[src/rtl/pipelined_wallace_multiplier_if.sv]
// pipelined_wallace_multiplier_if
//   Handshake bundle between issue logic (master) and the pipelined multiplier (slave).
//   Parameters: WIDTH (operand width), TAG_W (opaque tag width).
//   Request side : in_valid, in_ready, in_a, in_b, in_signed, in_tag
//   Response side: out_valid, out_ready, out_product, out_tag
//   Optional     : out_ovf, present only when WALLACE_OVF_EN is defined.
interface pipelined_wallace_multiplier_if #(
   parameter int WIDTH = 32,
   parameter int TAG_W = 4
);
   logic                 in_valid;
   logic                 in_ready;
   logic [WIDTH-1:0]     in_a;
   logic [WIDTH-1:0]     in_b;
   logic                 in_signed;
   logic [TAG_W-1:0]     in_tag;
   logic                 out_valid;
   logic                 out_ready;
   logic [2*WIDTH-1:0]   out_product;
   logic [TAG_W-1:0]     out_tag;
`ifdef WALLACE_OVF_EN
   logic                 out_ovf;
`endif

   // Issue side: drives operations, consumes results.
   modport master (
      output in_valid, in_a, in_b, in_signed, in_tag, out_ready,
`ifdef WALLACE_OVF_EN
      input  out_ovf,
`endif
      input  in_ready, out_valid, out_product, out_tag
   );

   // Multiplier side: accepts operations, produces results.
   modport slave (
      input  in_valid, in_a, in_b, in_signed, in_tag, out_ready,
`ifdef WALLACE_OVF_EN
      output out_ovf,
`endif
      output in_ready, out_valid, out_product, out_tag
   );
endinterface

[src/rtl/pipelined_wallace_multiplier.sv]
// pipelined_wallace_multiplier
//   Three-stage pipelined Wallace-tree multiplier with valid/ready handshake.
//   S1: partial products (Baugh-Wooley for signed, AND array for unsigned) plus the
//       first half of the 3:2 CSA levels. S2: remaining CSA levels down to two rows.
//   S3: 2*WIDTH-bit Kogge-Stone carry-lookahead add into the output register.
//   Ports: clk, rst_n (async active-low), bus (pipelined_wallace_multiplier_if.slave).
//   Optional feature: define WALLACE_OVF_EN to add bus.out_ovf, set when the product
//   does not fit in WIDTH bits for the operation's mode.
module pipelined_wallace_multiplier #(
   parameter int WIDTH = 32,
   parameter int TAG_W = 4
) (
   input logic                           clk,
   input logic                           rst_n,
   pipelined_wallace_multiplier_if.slave bus
);

   localparam int PW = 2 * WIDTH;
   // One row per multiplier bit plus one row for the Baugh-Wooley correction constant.
   localparam int NR = WIDTH + 1;

   function automatic int rows_after(input int n_in, input int levels);
      int n;
      n = n_in;
      for (int lv = 0; lv < 2 * NR; lv++) begin
         if (lv < levels && n > 2) n = 2 * (n / 3) + (n % 3);
      end
      return n;
   endfunction

   function automatic int count_levels(input int n_in);
      int n;
      int l;
      n = n_in;
      l = 0;
      for (int i = 0; i < 2 * NR; i++) begin
         if (n > 2) begin
            n = 2 * (n / 3) + (n % 3);
            l++;
         end
      end
      return l;
   endfunction

   localparam int L_TOT = count_levels(NR);
   localparam int L_S1  = (L_TOT + 1) / 2;
   localparam int L_S2  = L_TOT - L_S1;
   localparam int R_S1  = rows_after(NR, L_S1);

   // Apply up to 'levels' Wallace levels: each full group of three rows becomes a
   // sum row and a left-shifted carry row, leftover rows pass straight through.
   function automatic logic [NR-1:0][PW-1:0] csa_reduce(
      input logic [NR-1:0][PW-1:0] rows,
      input int                    n_in,
      input int                    levels
   );
      logic [NR-1:0][PW-1:0] cur;
      logic [NR-1:0][PW-1:0] nxt;
      logic [PW-1:0]         a;
      logic [PW-1:0]         b;
      logic [PW-1:0]         c;
      int                    n;
      int                    k;
      cur = rows;
      n   = n_in;
      for (int lv = 0; lv < NR; lv++) begin
         if (lv < levels && n > 2) begin
            nxt = '0;
            k   = 0;
            for (int g = 0; g < NR / 3; g++) begin
               if (g < n / 3) begin
                  a          = cur[3*g];
                  b          = cur[3*g+1];
                  c          = cur[3*g+2];
                  nxt[k]     = a ^ b ^ c;
                  nxt[k+1]   = ((a & b) | (a & c) | (b & c)) << 1;
                  k          = k + 2;
               end
            end
            for (int r = 0; r < 2; r++) begin
               if (r < n % 3) begin
                  nxt[k] = cur[3*(n/3)+r];
                  k      = k + 1;
               end
            end
            cur = nxt;
            n   = k;
         end
      end
      return cur;
   endfunction

   logic                        adv;

   logic                        s1_valid_q, s1_valid_d;
   logic [R_S1-1:0][PW-1:0]     s1_rows_q, s1_rows_d;
   logic [TAG_W-1:0]            s1_tag_q, s1_tag_d;
   logic                        s2_valid_q, s2_valid_d;
   logic [PW-1:0]               s2_sum_q, s2_sum_d;
   logic [PW-1:0]               s2_carry_q, s2_carry_d;
   logic [TAG_W-1:0]            s2_tag_q, s2_tag_d;
   logic                        out_valid_q, out_valid_d;
   logic [PW-1:0]               out_product_q, out_product_d;
   logic [TAG_W-1:0]            out_tag_q, out_tag_d;
`ifdef WALLACE_OVF_EN
   logic                        s1_signed_q, s1_signed_d;
   logic                        s2_signed_q, s2_signed_d;
   logic                        out_ovf_q, out_ovf_d;
`endif

   logic [NR-1:0][PW-1:0]       pp_rows;
   logic [NR-1:0][PW-1:0]       s1_tree;
   logic [NR-1:0][PW-1:0]       s2_tree_in;
   logic [NR-1:0][PW-1:0]       s2_tree;
   logic [PW-1:0]               bit_p;
   logic [PW-1:0]               grp_p;
   logic [PW-1:0]               grp_g;
   logic [PW-1:0]               cla_sum;

   // Whole pipe moves together; a full output register blocks everything behind it.
   assign adv          = ~out_valid_q | bus.out_ready;
   assign bus.in_ready = adv;

   // Partial products. Signed mode complements the terms where exactly one operand
   // bit is an MSB and adds 2^WIDTH + 2^(2*WIDTH-1) via the extra row.
   always_comb begin
      pp_rows = '0;
      for (int i = 0; i < WIDTH; i++) begin
         for (int j = 0; j < WIDTH; j++) begin
            pp_rows[i][i+j] = (bus.in_a[j] & bus.in_b[i]) ^
                              (bus.in_signed & ((i == WIDTH - 1) != (j == WIDTH - 1)));
         end
      end
      if (bus.in_signed) begin
         pp_rows[NR-1][WIDTH] = 1'b1;
         pp_rows[NR-1][PW-1]  = 1'b1;
      end
      s1_tree = csa_reduce(pp_rows, NR, L_S1);
   end

   // Second half of the tree works from the registered S1 rows.
   always_comb begin
      s2_tree_in             = '0;
      s2_tree_in[R_S1-1:0]   = s1_rows_q;
      s2_tree                = csa_reduce(s2_tree_in, R_S1, L_S2);
   end

   // Kogge-Stone prefix over the sum/carry rows; carry-in is zero so group
   // propagate reaching bit 0 never matters, and the carry-out is dropped.
   always_comb begin
      bit_p = s2_sum_q ^ s2_carry_q;
      grp_g = s2_sum_q & s2_carry_q;
      grp_p = bit_p;
      for (int d = 1; d < PW; d = d * 2) begin
         grp_g = grp_g | (grp_p & (grp_g << d));
         grp_p = grp_p & (grp_p << d);
      end
      cla_sum = bit_p ^ (grp_g << 1);
   end

   // Next-state for every pipeline register: hold on stall, shift on advance.
   always_comb begin
      s1_valid_d    = s1_valid_q;
      s1_rows_d     = s1_rows_q;
      s1_tag_d      = s1_tag_q;
      s2_valid_d    = s2_valid_q;
      s2_sum_d      = s2_sum_q;
      s2_carry_d    = s2_carry_q;
      s2_tag_d      = s2_tag_q;
      out_valid_d   = out_valid_q;
      out_product_d = out_product_q;
      out_tag_d     = out_tag_q;
`ifdef WALLACE_OVF_EN
      s1_signed_d   = s1_signed_q;
      s2_signed_d   = s2_signed_q;
      out_ovf_d     = out_ovf_q;
`endif
      if (adv) begin
         s1_valid_d    = bus.in_valid;
         s1_rows_d     = s1_tree[R_S1-1:0];
         s1_tag_d      = bus.in_tag;
         s2_valid_d    = s1_valid_q;
         s2_sum_d      = s2_tree[0];
         s2_carry_d    = s2_tree[1];
         s2_tag_d      = s1_tag_q;
         out_valid_d   = s2_valid_q;
         out_product_d = cla_sum;
         out_tag_d     = s2_tag_q;
`ifdef WALLACE_OVF_EN
         s1_signed_d   = bus.in_signed;
         s2_signed_d   = s1_signed_q;
         // Signed results fit only when the upper half and the WIDTH-1 sign bit agree.
         out_ovf_d     = s2_signed_q ?
                         ~((&cla_sum[PW-1:WIDTH-1]) | ~(|cla_sum[PW-1:WIDTH-1])) :
                         (|cla_sum[PW-1:WIDTH]);
`endif
      end
   end

   // Pipeline registers; reset discards anything in flight.
   always_ff @(posedge clk or negedge rst_n) begin
      if (!rst_n) begin
         s1_valid_q    <= 1'b0;
         s1_rows_q     <= '0;
         s1_tag_q      <= '0;
         s2_valid_q    <= 1'b0;
         s2_sum_q      <= '0;
         s2_carry_q    <= '0;
         s2_tag_q      <= '0;
         out_valid_q   <= 1'b0;
         out_product_q <= '0;
         out_tag_q     <= '0;
`ifdef WALLACE_OVF_EN
         s1_signed_q   <= 1'b0;
         s2_signed_q   <= 1'b0;
         out_ovf_q     <= 1'b0;
`endif
      end else begin
         s1_valid_q    <= s1_valid_d;
         s1_rows_q     <= s1_rows_d;
         s1_tag_q      <= s1_tag_d;
         s2_valid_q    <= s2_valid_d;
         s2_sum_q      <= s2_sum_d;
         s2_carry_q    <= s2_carry_d;
         s2_tag_q      <= s2_tag_d;
         out_valid_q   <= out_valid_d;
         out_product_q <= out_product_d;
         out_tag_q     <= out_tag_d;
`ifdef WALLACE_OVF_EN
         s1_signed_q   <= s1_signed_d;
         s2_signed_q   <= s2_signed_d;
         out_ovf_q     <= out_ovf_d;
`endif
      end
   end

   assign bus.out_valid   = out_valid_q;
   assign bus.out_product = out_product_q;
   assign bus.out_tag     = out_tag_q;
`ifdef WALLACE_OVF_EN
   assign bus.out_ovf     = out_ovf_q;
`endif

endmodule

[src/flat_wrapper.sv]
// flat-port wrapper written by rule: the top's interface ports become plain ports
module pipelined_wallace_multiplier_flat 
#(
   parameter int WIDTH = 32,
   parameter int TAG_W = 4
)
  (clk, rst_n, bus_in_valid, bus_in_a, bus_in_b, bus_in_signed, bus_in_tag, bus_out_ready, bus_in_ready, bus_out_valid, bus_out_product, bus_out_tag);
  pipelined_wallace_multiplier_if #(.WIDTH(WIDTH), .TAG_W(TAG_W)) bus_i ();
  input logic clk;
  input logic rst_n;
  input wire logic [$bits(bus_i.in_valid)-1:0] bus_in_valid;
  input wire logic [$bits(bus_i.in_a)-1:0] bus_in_a;
  input wire logic [$bits(bus_i.in_b)-1:0] bus_in_b;
  input wire logic [$bits(bus_i.in_signed)-1:0] bus_in_signed;
  input wire logic [$bits(bus_i.in_tag)-1:0] bus_in_tag;
  input wire logic [$bits(bus_i.out_ready)-1:0] bus_out_ready;
  output wire logic [$bits(bus_i.in_ready)-1:0] bus_in_ready;
  output wire logic [$bits(bus_i.out_valid)-1:0] bus_out_valid;
  output wire logic [$bits(bus_i.out_product)-1:0] bus_out_product;
  output wire logic [$bits(bus_i.out_tag)-1:0] bus_out_tag;
  assign bus_i.in_valid = bus_in_valid;
  assign bus_i.in_a = bus_in_a;
  assign bus_i.in_b = bus_in_b;
  assign bus_i.in_signed = bus_in_signed;
  assign bus_i.in_tag = bus_in_tag;
  assign bus_i.out_ready = bus_out_ready;
  assign bus_in_ready = bus_i.in_ready;
  assign bus_out_valid = bus_i.out_valid;
  assign bus_out_product = bus_i.out_product;
  assign bus_out_tag = bus_i.out_tag;
  pipelined_wallace_multiplier #(.WIDTH(WIDTH), .TAG_W(TAG_W)) u_core (.clk(clk), .rst_n(rst_n), .bus(bus_i));
endmodule
[config.mk]
export PLATFORM = sky130hd
export DESIGN_NAME = pipelined_wallace_multiplier_flat
export DESIGN_NICKNAME = d
export VERILOG_FILES = /design/src/rtl/pipelined_wallace_multiplier_if.sv /design/src/rtl/pipelined_wallace_multiplier.sv /design/src/flat_wrapper.sv
export SDC_FILE = /design/constraint.sdc
export NUM_CORES = 2
export LEC_CHECK = 0
export CORE_MARGIN = 3
export CORE_UTILIZATION = 58
export CTS_CLUSTER_SIZE = 30
export DETAILED_ROUTE_END_ITERATION = 8
export HOLD_SLACK_MARGIN = 0.12
export PLACE_DENSITY = 0.8
export SETUP_SLACK_MARGIN = 0.4
export SLEW_MARGIN = 20
export SYNTH_ARGS = -nofsm -noshare
export SYNTH_HDL_FRONTEND = slang
export SYNTH_SLANG_ARGS = --single-unit
[constraint.sdc]
create_clock -name clk -period 3.2 [get_ports clk]
set_clock_uncertainty 0.2 [all_clocks]
set_input_delay 0.64 -clock clk [delete_from_list [all_inputs] [get_ports clk]]
set_output_delay 0.64 -clock clk [all_outputs]
set_load 0.005 [all_outputs]
==> metrics, run 1 <==
total congestion overflow=83; Die Span Y=300.8 microns; Tot GR Track Use=0.6875; Post-synth EDFFs=0; Yosys cell types=51; status=did not finish; syn_nets=6,824; chip width=300.8 microns; RePlAce Congestion=0.9628; Synth Warn #=0; CTS max path bufs=3; cell type with the largest total area after synthesis=fa_1; worst_ep kind=register input; cells after synthesis=5,598; Failed at=global routing (5_1_grt); Yosys reg bits=473; worst setup endpoint GRT=u_core.bus.out_product[61]$_DFFE_PN0P_/D; Synth top area share=0.3602; CTS Sinks=473; final HPWL from detailed placement=103,800 microns; largest net degree at the start of global routing=168; H-tree Lvls=2; placed inst area=55,860 sq um; tool error=[ERROR GRT-0232] Routing congestion too high. Check the congestion heatmap in the GUI.; syn avg cell area=9.005 sq um; Synth Flop Type=dfrtp_1; post-synthesis cell area=50,410 sq um; cts bufs inserted=53; row cnt=107; CTS root buffer=clkbuf_16; post-synthesis sequential area ratio=0.2348; largest cells by area after synthesis=fa_1 36%, dfrtp_1 23%, nand2_1 14%; PortBufs=142; I/O Pins=143; placed cells=6,837; initial core utilization=0.5884; initial antenna violation count=33; share of flip-flops with an asynchronous set or reset=1.000
synthesized netlist by cell type (5+ instances only):
library cell and n:
nand2b_1 7, a21boi_0 5, o211ai_1 6, nand3_1 7, nand2_1 1832, xor2_1 31, clkbuf_1 313, a21o_1 25
inv_1 851, nor4_1 6, fa_1 907, o21bai_1 11, a31oi_1 8, and3_1 8, a21oi_1 117, o21a_1 6
nand4_1 17, buf_1 8, nor2b_1 6, dfrtp_1 473, xnor2_1 79, nor3_1 8, nor2_1 80, o21ai_0 56
and2_1 441, ha_1 246
repair_timing:
item,CTS
pin swaps,176
cloned,109
hold endpoints to repair,52
resized for setup,671
hold buffers,1
setup buffers,88
setup endpoints to repair,322
stage by stage:
step                setup slack [ns]    util
floorplan                    -0.2015       -
CTS                          0.01329  0.7295
detailed placement            -1.026  0.6520
global placement             -0.9573  0.6520
metal layers:
| layer | GRT overflow | track usage |
|---|---|---|
| met2 | 32 | 0.8029 |
| met4 | 32 | 0.6195 |
| met3 | 12 | 0.6337 |
| met1 | 7 | 0.6605 |
| met5 | 0 | 0.5617 |
logic make-up after synthesis:
family / Yosys count / synth area share
muxes: 3 / 0.0006453
AOI/OAI and AO/OA: 265 / 0.03152
and+or+nand+nor: 2420 / 0.2053
xor gates and xnor gates: 110 / 0.01911
adders and majority gates: 1153 / 0.4212
buffers and inverters: 1174 / 0.08744
DFF: 473 / 0.2348
==> run 2: changes to the inputs <==
--- a/config.mk
+++ b/config.mk
@@ -6,12 +6,9 @@
 export NUM_CORES = 2
 export LEC_CHECK = 0
 export CORE_MARGIN = 3
-export CORE_UTILIZATION = 58
-export CTS_CLUSTER_SIZE = 30
+export CORE_UTILIZATION = 40
 export DETAILED_ROUTE_END_ITERATION = 8
-export HOLD_SLACK_MARGIN = 0.12
-export PLACE_DENSITY = 0.8
-export SETUP_SLACK_MARGIN = 0.4
+export PLACE_DENSITY_LB_ADDON = 0.15
 export SLEW_MARGIN = 20
 export SYNTH_ARGS = -nofsm -noshare
 export SYNTH_HDL_FRONTEND = slang
==> constraint.sdc (replaced) <==
create_clock -name clk -period 4.15 [get_ports clk]
set_clock_uncertainty 0.2 [all_clocks]
set_input_delay 0.83 -clock clk [delete_from_list [all_inputs] [get_ports clk]]
set_output_delay 0.83 -clock clk [all_outputs]
set_load 0.005 [all_outputs]
==> run 2 against run 1 <==
  * The flow now finishes without violations
  * Synthesized area unchanged
  * Synthesized cell count unchanged
==> metrics, run 2 <==
status=complete, no violations (was did not finish); row cnt=129 (was 107); nets=6,951; fill count=12,080; Layout area overhead=15.30%; DR DRC count=0; I/O Pins=143 (unchanged); commonest cells in the netlist=1,832 x nand2_1, 907 x fa_1, 851 x inv_1, 473 x dfrtp_1, 441 x and2_1 (unchanged); clock share of power=0.131; CTS Sinks=473 (unchanged); most common cell after layout, fill and taps aside=nand2_1; WL final=145,900 microns; CP startpoint=bus_in_a[10]; Met2 Routed Length=57,290 microns; Slew HR=0.2888; Initial DRT Pass Iterations=7; first-pass GRT wire length=229,800 microns; Synth Area in Compound Gates=0.03152 (unchanged); final worst slack=0.3071 ns; initial core utilization=0.4051 (was 0.5884); fraction of layout cells with a size suffix above 1=0.06220; max frequency=260.2 MHz; Min-Delay Path Class=register to register; post-layout min period=3.843 ns; Worst Setup Start Kind=primary input; Max Slew Vio Count=0; largest cells by area after synthesis=fa_1 36%, dfrtp_1 23%, nand2_1 14% (unchanged); RR Endpoint=u_core.bus.out_product[63]; Largest register FFs=275; Int Power=21.32 mW; Max FO, Critical Path=16; vias in the first global route=37,850; critical path endpoint category=register; proportion of synthesized area in mux cells=0.0006453 (unchanged); syn_nets=6,824 (unchanged); Clock Pin Slew Worst Setup and Hold Paths=0.06 ns; NetSw=19.61 mW; wire length on met3=13,290 microns; RePlAce Congestion=0.8693 (was 0.9628); total congestion overflow=0; H-tree Lvls=2 (unchanged); Vias=36,220; Synth top area share=0.3602 (unchanged); Period Utilization, post-route=0.9260; max cap viols=0; syn avg cell area=9.005 sq um (unchanged); Top reg by flops=u_core.s1_rows_q; CTS max path bufs=3 (unchanged); Critical Path AT=4.16 ns; Post-synth EDFFs=0 (unchanged); Worst Max-Slew Pin Slew=1.067 ns; Synth Flop Type=dfrtp_1 (unchanged); PortBufs=142 (unchanged); Synth Warn #=0 (unchanged); 1st-iter DRT viols=2,351; CP Data Required Time=4.46 ns; Tot GR Track Use=0.2277; unrepaired setup endpoints after global routing=no; cts bufs inserted=58 (was 53); Crit Reg-Reg Startpoint=u_core.s2_carry_q[9]; Design Area, Final=58,130 sq um; main combinational cell family by area after synthesis=adder cells (unchanged); # setup viols final=0; post-synthesis sequential area ratio=0.2348 (unchanged); CTS tree=yes; Final Hold Viols=0; Switching Fraction=0.4791; Clk Latency, worst-skew pair=0.64 ns; critical path class=primary input to register; worst vdd ir=598.8 uV; chip width=361.0 microns (was 300.8 microns); Post-Synth Adder-Cell Area=0.4212 (unchanged); Synth Area in XOR/XNOR=0.01911 (unchanged); cells after synthesis=5,598 (unchanged); Core ar.=124,400 sq um; Via density=4.887; FF-to-FF path depth=12; CTS root buffer=clkbuf_16 (unchanged); count leader, synth=nand2_1 (unchanged); Simple-Gate Fraction of Synth Area=0.2053 (unchanged); largest net degree at the start of global routing=185; share of flip-flops with an asynchronous set or reset=1.000 (unchanged); Flop pwr share=0.205; initial antenna violation count=6; cell type with the largest total area after synthesis=fa_1 (unchanged); post-synthesis cell area=50,410 sq um (unchanged); die footprint=130,300 sq um; combinational share of power=0.665; Yosys cell types=51 (unchanged); WL/cell=19.69 microns; Max Used Layer=met4; CP endpoint=u_core.s1_rows_q[89]; post-placement setup slack=-0.2780 ns (was -1.026 ns); Post-Route M1 WL=72,670 microns; Antenna Nets Post-Route=0; power per cell area=704.1 nW/um^2; Pleak=29.27 nW; Yosys reg bits=473 (unchanged); placed inst area=56,100 sq um (was 55,860 sq um); internal reg-to-reg setup slack=0.54 ns; Die Span Y=361.0 microns (was 300.8 microns); commonest cells after routing, fill and taps aside=1,832 x nand2_1, 907 x fa_1, 851 x inv_1; final HPWL from detailed placement=112,900 microns (was 103,800 microns)
[run 2: what timing repair did]
| action | CTS | global route |
|---|---|---|
| resized for setup | 0 | 0 |
| hold endpoints to repair | 24 | 0 |
| buffers inserted | 0 | 0 |
| hold buffers | 1 | 0 |
[run 2: per-layer routing]
metal	track usage	vias up
met2	0.3130	1130
met1	0.3566	18240
met3	0.06467	150
met5	0	-
li1	-	16700
met4	0.04180	0
[run 2: worst min-delay path by stage]
stage               slack, ns  cells past startpoint          startpoint            endpoint
global route             0.28                      2  u_core.s1_tag_q[1]  u_core.s1_tag_q[1]
CTS                      0.26                      2   u_core.s2_valid_q   u_core.s2_valid_q
finish                   0.26                      2   u_core.s2_valid_q   u_core.s2_valid_q
global placement         0.24                      2   u_core.s2_valid_q   u_core.s2_valid_q
floorplan                0.23                      2   u_core.s2_valid_q   u_core.s2_valid_q
detailed placement       0.25                      2   u_core.s2_valid_q   u_core.s2_valid_q
[run 2: cell type report]
cell class / count / area, sq um / share of cell area
multi-input combinational: 3951 / 34180 / 0.5880
sequential: 473 / 11840 / 0.2036
timing repair buffer: 389 / 4845 / 0.08335
inverter: 852 / 3206 / 0.05515
tap: 1637 / 2048 / 0.03524
clock buffer: 85 / 1733 / 0.02981
clock inverter: 22 / 280.3 / 0.004822
antenna: 1 / 2.502 / 0.00004305
[run 2: per-stage QoR]
stage                     instances  total power [mW]    util  hold slack, ns  setup TNS, ns
after floorplan                5598             25.42       -          0.2300              0
after CTS                      7409             41.21  0.4671          0.2612              0
after detailed placement       7301             35.52  0.4508          0.2478         -27.11
final                          7410             40.92  0.4671          0.2551              0
after global placement         7301             35.14  0.4508          0.2406         -23.83
after global routing           7409             45.85  0.4671          0.2840              0
[run 2: kinds of logic (layout without fill, tap and decap cells)]
group / count (synthesis) / after routing
xor gates and xnor gates: 110 / 110
AOI/OAI and AO/OA: 265 / 265
muxes: 3 / 3
adders and majority gates: 1153 / 1153
buffers and inverters: 1174 / 1348
DFF: 473 / 473
and+or+nand+nor: 2420 / 2420
other: 0 / 1
[run 2: worst max-delay path, stage by stage]
cell and delay, ns:
clkdlybuf4s50_1 0.54, buf_12 0.22, and2_1 0.18, fa_1 0.53, fa_1 0.55, inv_1 0.05, fa_1 0.49, inv_1 0.05
fa_1 0.43, nand2_1 0.18, nand2_1 0.08
[run 2: power by group through the flow]
stage | registers (mW) | logic, mW | clock network (mW)
finish | 8.37 | 27.2 | 5.35
global route | 8.67 | 31.5 | 5.69
CTS | 8.39 | 27.3 | 5.53
detailed placement | 8.47 | 27.1 | 0
global placement | 8.41 | 26.7 | 0
floorplan | 8.04 | 17.4 | 0
Power figures use the tool's default switching activity.
